File: config.mk
export PLATFORM = sky130hd
export DESIGN_NAME = aq_rtu_dbg_halt_ctrl
export DESIGN_NICKNAME = d
export VERILOG_FILES = /design/src/rtl/aq_rtu_dbg_halt_ctrl.sv
export SDC_FILE = /design/constraint.sdc
export NUM_CORES = 1
export LEC_CHECK = 0
export CELL_PAD_IN_SITES_DETAIL_PLACEMENT = 1
export CELL_PAD_IN_SITES_GLOBAL_PLACEMENT = 1
export CORE_UTILIZATION = 45
export CTS_CLUSTER_DIAMETER = 150
export DETAILED_ROUTE_END_ITERATION = 16
export DONT_BUFFER_PORTS = 1
export GPL_TIMING_DRIVEN = 0
export PLACE_DENSITY_LB_ADDON = 0.1
export SYNTH_ARGS = -nofsm -noshare
export SYNTH_HDL_FRONTEND = slang
export SYNTH_SLANG_ARGS = --single-unit
File: constraint.sdc
create_clock -name forever_cpuclk -period 5.45 [get_ports forever_cpuclk]
set_input_delay 1.09 -clock forever_cpuclk [delete_from_list [all_inputs] [get_ports forever_cpuclk]]
set_output_delay 1.09 -clock forever_cpuclk [all_outputs]
set_load 0.05 [all_outputs]
File: src/rtl/aq_rtu_dbg_halt_ctrl.sv
// Retire-side debug halt control: trigger/pending/haltreq arbitration, drain, debug mode.
// Optional single-step support is enabled by defining AQ_RTU_DBG_STEP_EN.
module aq_rtu_dbg_halt_ctrl #(
  parameter int HALT_INFO_W = 22,
  parameter int DRAIN_CNT_W = 4
) (
  input  logic                   forever_cpuclk,
  input  logic                   cpurst_b,
  input  logic                   iu_rtu_retire_vld,
  input  logic [HALT_INFO_W-1:0] iu_rtu_retire_halt_info,
  input  logic                   iu_rtu_retire_mret,
  input  logic                   iu_rtu_retire_sret,
  input  logic                   dtu_rtu_pending_halt,
  input  logic [3:0]             dtu_rtu_cause,
  input  logic                   had_rtu_halt_req,
  input  logic                   had_rtu_resume_req,
  input  logic                   lsu_rtu_idle,
`ifdef AQ_RTU_DBG_STEP_EN
  input  logic                   had_rtu_step_en,
`endif
  output logic                   rtu_dtu_retire_vld,
  output logic [HALT_INFO_W-1:0] rtu_dtu_retire_halt_info,
  output logic                   rtu_dtu_retire_mret,
  output logic                   rtu_dtu_retire_sret,
  output logic                   rtu_dtu_halt_ack,
  output logic                   rtu_dtu_pending_ack,
  output logic                   rtu_yy_xx_dbgon,
  output logic                   rtu_ifu_flush,
  output logic                   rtu_cp0_bkpt_expt,
  output logic [2:0]             rtu_had_dbg_cause,
  output logic                   rtu_had_dbg_ack
);

  typedef enum logic [1:0] {IDLE, WAIT_AFTER, DRAIN, DBG} state_e;

  // Last drain cycle index: drain lasts at most 2^DRAIN_CNT_W-1 cycles.
  localparam logic [DRAIN_CNT_W-1:0] DRAIN_LAST = DRAIN_CNT_W'((1 << DRAIN_CNT_W) - 2);

  state_e                   state_q, state_d;
  logic [DRAIN_CNT_W-1:0]   cnt_q, cnt_d;
  logic [2:0]               cause_q, cause_d;
  logic                     trig_q, trig_d;
  logic                     rvld_q, rvld_d;
  logic [HALT_INFO_W-1:0]   rinfo_q, rinfo_d;
  logic                     rmret_q, rmret_d;
  logic                     rsret_q, rsret_d;

  logic hit, act_dbg, timing_after;
  logic flush, bkpt, pend_ack, halt_ack, kill_retire;
  logic unused_cause;

  assign unused_cause = ^dtu_rtu_cause;

  assign hit          = iu_rtu_retire_vld & (|iu_rtu_retire_halt_info[19:0]);
  assign act_dbg      = iu_rtu_retire_halt_info[21];
  assign timing_after = iu_rtu_retire_halt_info[20];

  always_comb begin
    state_d     = state_q;
    cnt_d       = cnt_q;
    cause_d     = cause_q;
    trig_d      = trig_q;
    flush       = 1'b0;
    bkpt        = 1'b0;
    pend_ack    = 1'b0;
    halt_ack    = 1'b0;
    kill_retire = 1'b0;
    case (state_q)
      IDLE: begin
        if (hit && act_dbg && !timing_after) begin
          flush       = 1'b1;
          kill_retire = 1'b1;
          state_d     = DRAIN;
          cause_d     = 3'd2;
          trig_d      = 1'b1;
        end else if (hit && act_dbg) begin
          state_d = WAIT_AFTER;
          cause_d = 3'd2;
          trig_d  = 1'b1;
        end else if (hit) begin
          // Breakpoint exception masks pending/haltreq for this cycle only.
          bkpt  = 1'b1;
          flush = 1'b1;
        end else if (dtu_rtu_pending_halt && iu_rtu_retire_vld) begin
          pend_ack = 1'b1;
          flush    = 1'b1;
          state_d  = DRAIN;
          cause_d  = 3'd2;
          trig_d   = 1'b0;
        end else if (had_rtu_halt_req) begin
          flush   = 1'b1;
          state_d = DRAIN;
          cause_d = 3'd3;
          trig_d  = 1'b0;
        end
`ifdef AQ_RTU_DBG_STEP_EN
        else if (had_rtu_step_en && iu_rtu_retire_vld) begin
          flush   = 1'b1;
          state_d = DRAIN;
          cause_d = 3'd4;
          trig_d  = 1'b0;
        end
`endif
      end
      WAIT_AFTER: begin
        flush   = 1'b1;
        state_d = DRAIN;
      end
      DRAIN: begin
        if (lsu_rtu_idle || (cnt_q == DRAIN_LAST)) begin
          state_d  = DBG;
          cnt_d    = '0;
          halt_ack = trig_q;
        end else begin
          cnt_d = cnt_q + 1'b1;
        end
      end
      DBG: begin
        if (had_rtu_resume_req) begin
          state_d = IDLE;
          cause_d = 3'd0;
          trig_d  = 1'b0;
        end
      end
      default: state_d = IDLE;
    endcase

    rvld_d  = iu_rtu_retire_vld & ~kill_retire & (state_q != DBG);
    rinfo_d = rvld_d ? iu_rtu_retire_halt_info : '0;
    rmret_d = rvld_d & iu_rtu_retire_mret;
    rsret_d = rvld_d & iu_rtu_retire_sret;
  end

  always_ff @(posedge forever_cpuclk or negedge cpurst_b) begin
    if (!cpurst_b) begin
      state_q <= IDLE;
      cnt_q   <= '0;
      cause_q <= 3'd0;
      trig_q  <= 1'b0;
      rvld_q  <= 1'b0;
      rinfo_q <= '0;
      rmret_q <= 1'b0;
      rsret_q <= 1'b0;
    end else begin
      state_q <= state_d;
      cnt_q   <= cnt_d;
      cause_q <= cause_d;
      trig_q  <= trig_d;
      rvld_q  <= rvld_d;
      rinfo_q <= rinfo_d;
      rmret_q <= rmret_d;
      rsret_q <= rsret_d;
    end
  end

  // Same-cycle pulses are forced low while reset is asserted.
  assign rtu_ifu_flush            = flush & cpurst_b;
  assign rtu_cp0_bkpt_expt        = bkpt & cpurst_b;
  assign rtu_dtu_pending_ack      = pend_ack & cpurst_b;
  assign rtu_dtu_halt_ack         = halt_ack & cpurst_b;
  assign rtu_yy_xx_dbgon          = (state_q == DBG);
  assign rtu_had_dbg_ack          = (state_q == DBG);
  assign rtu_had_dbg_cause        = cause_q;
  assign rtu_dtu_retire_vld       = rvld_q;
  assign rtu_dtu_retire_halt_info = rinfo_q;
  assign rtu_dtu_retire_mret      = rmret_q;
  assign rtu_dtu_retire_sret      = rsret_q;

endmodule
==> flow_summary.json <==
{
  "status": "finished, final reports clean",
  "use_met1_pct": 23.19,
  "final_cell_mix": "dfrtp_1 (34), and2_1 (22), inv_1 (13)",
  "rrSetupSlack_ns": 3.36,
  "grt_pass1_wl_um": 4968,
  "synth_area_leaders": "dfrtp_1 (54%), and2_1 (8.7%), ha_1 (4.7%), inv_1 (3.1%), nor4_4 (2.7%)",
  "synth-seq-area-share_pct": 53.75,
  "synthMuxAreaShare_pct": 2.055,
  "area_growth_pct": 10.75,
  "die_w_um": 61.31,
  "clock_path_buffers": 2,
  "initial_core_util_pct": 47.06,
  "antenna_found_initial": 0,
  "port_buffers": 0,
  "cts_setup_buffers": 0,
  "die_y_um": 61.31,
  "fin_area_mm2": 0.001753,
  "avgSynthCellArea_um2": 11.64,
  "ios": 69,
  "layout_commonest_cell": "dfrtp_1",
  "nFillCells": 388,
  "vdd_ir_drop_max_v": 0.0002699,
  "crit_buf_inv": 0,
  "ant_nets": 0,
  "max_stage_delay_ns": 1.07,
  "clock-root-buffer": "clkbuf_4",
  "dp_hpwl_um": 2427,
  "setup_tns_ns": 0,
  "nets": 184,
  "final_util_pct": 52.12,
  "reg2reg_depth": 7,
  "setup_violations": 0,
  "antennaDiodeCount": 0,
  "synthAdderAreaFrac_pct": 4.743,
  "synth-simple-area-share_pct": 19.45,
  "max_slew_margin_pct": 17.30,
  "place_area_mm2": 0.001647,
  "gp_congestion": 0.7023,
  "vias": 1044,
  "fin_crit_ns": 3.774,
  "post_cts_resized": 0,
  "synth_cells": 136,
  "yosysTopAreaCellShare_pct": 53.75,
  "drc": 0,
  "dp.cells": 182,
  "viasPerCell": 5.495,
  "rsz0062_at_grt": "false",
  "multi_input_comb_area_um2": 653.1,
  "grt_overflow": 0,
  "grt_usage_pct": 18.94,
  "grt_max_degree": 38,
  "core_area_mm2": 0.003363,
  "async_flop_share_pct": 100.0,
  "grtUsageMet3_pct": 6.933,
  "cts_made_buffers": 5,
  "yosysUniqueCellTypes": 43,
  "worst_pin_slew_ns": 1.230,
  "fmax_ghz": 0.2650,
  "synth_xor_area_share_pct": 0,
  "cts_hold_buf": 0,
  "synth-seq-cells": 34,
  "start_kind": "input port",
  "tritoncts": "built",
  "synth_compound_area_share_pct": 14.39,
  "hp-class": "input port to async pin",
  "leakagePower_nw": 0.7969,
  "power_density_mw_per_mm2": 576.8,
  "maxCapViolCount": 0,
  "num_rows": 21,
  "synth_area_leader_cell": "dfrtp_1",
  "wl_per_cell_um": 17.17,
  "register_area_um2": 850.8,
  "synthFlopType": "dfrtp_1",
  "critPathCaptureType": "output port",
  "postRouteWirelength_um": 3263,
  "hold_viol": 0,
  "timing.rr.start": "state_q[0]",
  "worstSetupPathType": "input port to output port",
  "slew_viol_final": 0,
  "cp_cell_sequence": "nor4_1, nand2_1, nor4_2",
  "grt_pass1_vias": 1030,
  "dieArea_mm2": 0.003758,
  "cp_top_family": "simple AND/OR/NAND/NOR gates",
  "clk_latency_ns": 0.34,
  "clock_sinks": 34,
  "clock_skew_ns": 0.008343,
  "crit_fanout": 6,
  "first_pass_iters": 3,
  "cts_max_level": 2,
  "drtIter0Drc": 45,
  "use_met2_pct": 29.81,
  "clk_pin_slew_ns": 0.11,
  "grt.busiest_layer": "met2",
  "crit_slowest_cell": "nor4_2",
  "drive_gt1_share_pct": 18.06,
  "netlist_area_mm2": 0.001583,
  "yosys_warnings": 0,
  "worstPathRequired_ns": 4.36,
  "crit_arrival_ns": 2.68,
  "cp_num_cells": 3,
  "synth_edf_count": 0,
  "reg2reg_to": "rtu_dtu_retire_halt_info[9]",
  "min_period_over_period_pct": 69.25,
  "synth_top_family_by_area": "simple AND/OR/NAND/NOR gates",
  "final_cells": 190,
  "synth_fp_nets": 177
}
-- logic make-up after synthesis --
logic type,Yosys count
adders and majority gates,6
AOI/OAI and AO/OA,26
muxes,3
and+or+nand+nor,46
buffers and inverters,20
other,1
DFF,34
-- flip-flops by register name (all words and copies together), names as in the netlist --
name / count
rtu_dtu_retire_halt_info: 22
cnt_q: 4
rtu_had_dbg_cause: 2
state_q: 2
rtu_dtu_retire_mret: 1
rtu_dtu_retire_sret: 1
rtu_dtu_retire_vld: 1
trig_q: 1
-- per-stage QoR --
| stage | total power, mW | setup WS [ns] | hold slack [ns] |
|---|---|---|---|
| 2_1_floorplan | 0.7262 | 1.266 | 0.4999 |
| 3_3_place_gp | 0.7704 | 1.013 | 0.5255 |
| 3_5_place_dp | 0.7816 | 1.660 | 0.5435 |
| 4_1_cts | 1.020 | 1.647 | 0.4105 |
| 5_1_grt | 1.066 | 1.555 | 0.3929 |
| 6_report | 1.011 | 1.676 | 0.4212 |
-- layer usage --
layer	part of all wire, %	vias to the layer above
met1	40	511
met3	10	8
li1	-	480
met5	0	-
met2	48	45
met4	1.9	0
-- synth_stat cells, types with 2 or more instances --
master,count
dfrtp_1,34
and2_1,22
inv_1,13
ha_1,6
nand3_1,6
o21ai_0,5
nor2_1,4
clkbuf_1,3
nor4_1,3
o22ai_1,3
buf_4,2
nand2_1,2
nor4_4,2
o21a_1,2
-- cell type report --
cell class / count / share of cell area (%)
plain buffers: 7 / 2.070
clock buffers: 5 / 2.141
clock inverters: 3 / 3.926
inverters: 13 / 2.784
multi-input cells: 82 / 37.26
flip-flops and latches: 34 / 48.54
well taps: 46 / 3.283
-- worst max path at each step --
stage / from / endpoint / slack, ns
after detailed placement: iu_rtu_retire_halt_info[11] / rtu_dtu_pending_ack / 1.66
after global placement: iu_rtu_retire_halt_info[16] / rtu_dtu_pending_ack / 1.01
after global routing: iu_rtu_retire_halt_info[11] / rtu_dtu_pending_ack / 1.55
after CTS: iu_rtu_retire_halt_info[11] / rtu_dtu_pending_ack / 1.65
after floorplan: iu_rtu_retire_halt_info[11] / rtu_dtu_pending_ack / 1.27
final: iu_rtu_retire_halt_info[11] / rtu_dtu_pending_ack / 1.68
-- power breakdown --
part / switching [mW] / internal (mW)
combinational: 0.170 / 0.110
clock: 0.0940 / 0.143
sequential: 0.181 / 0.312
total: 0.445 / 0.566
Power figures use the tool's default switching activity.
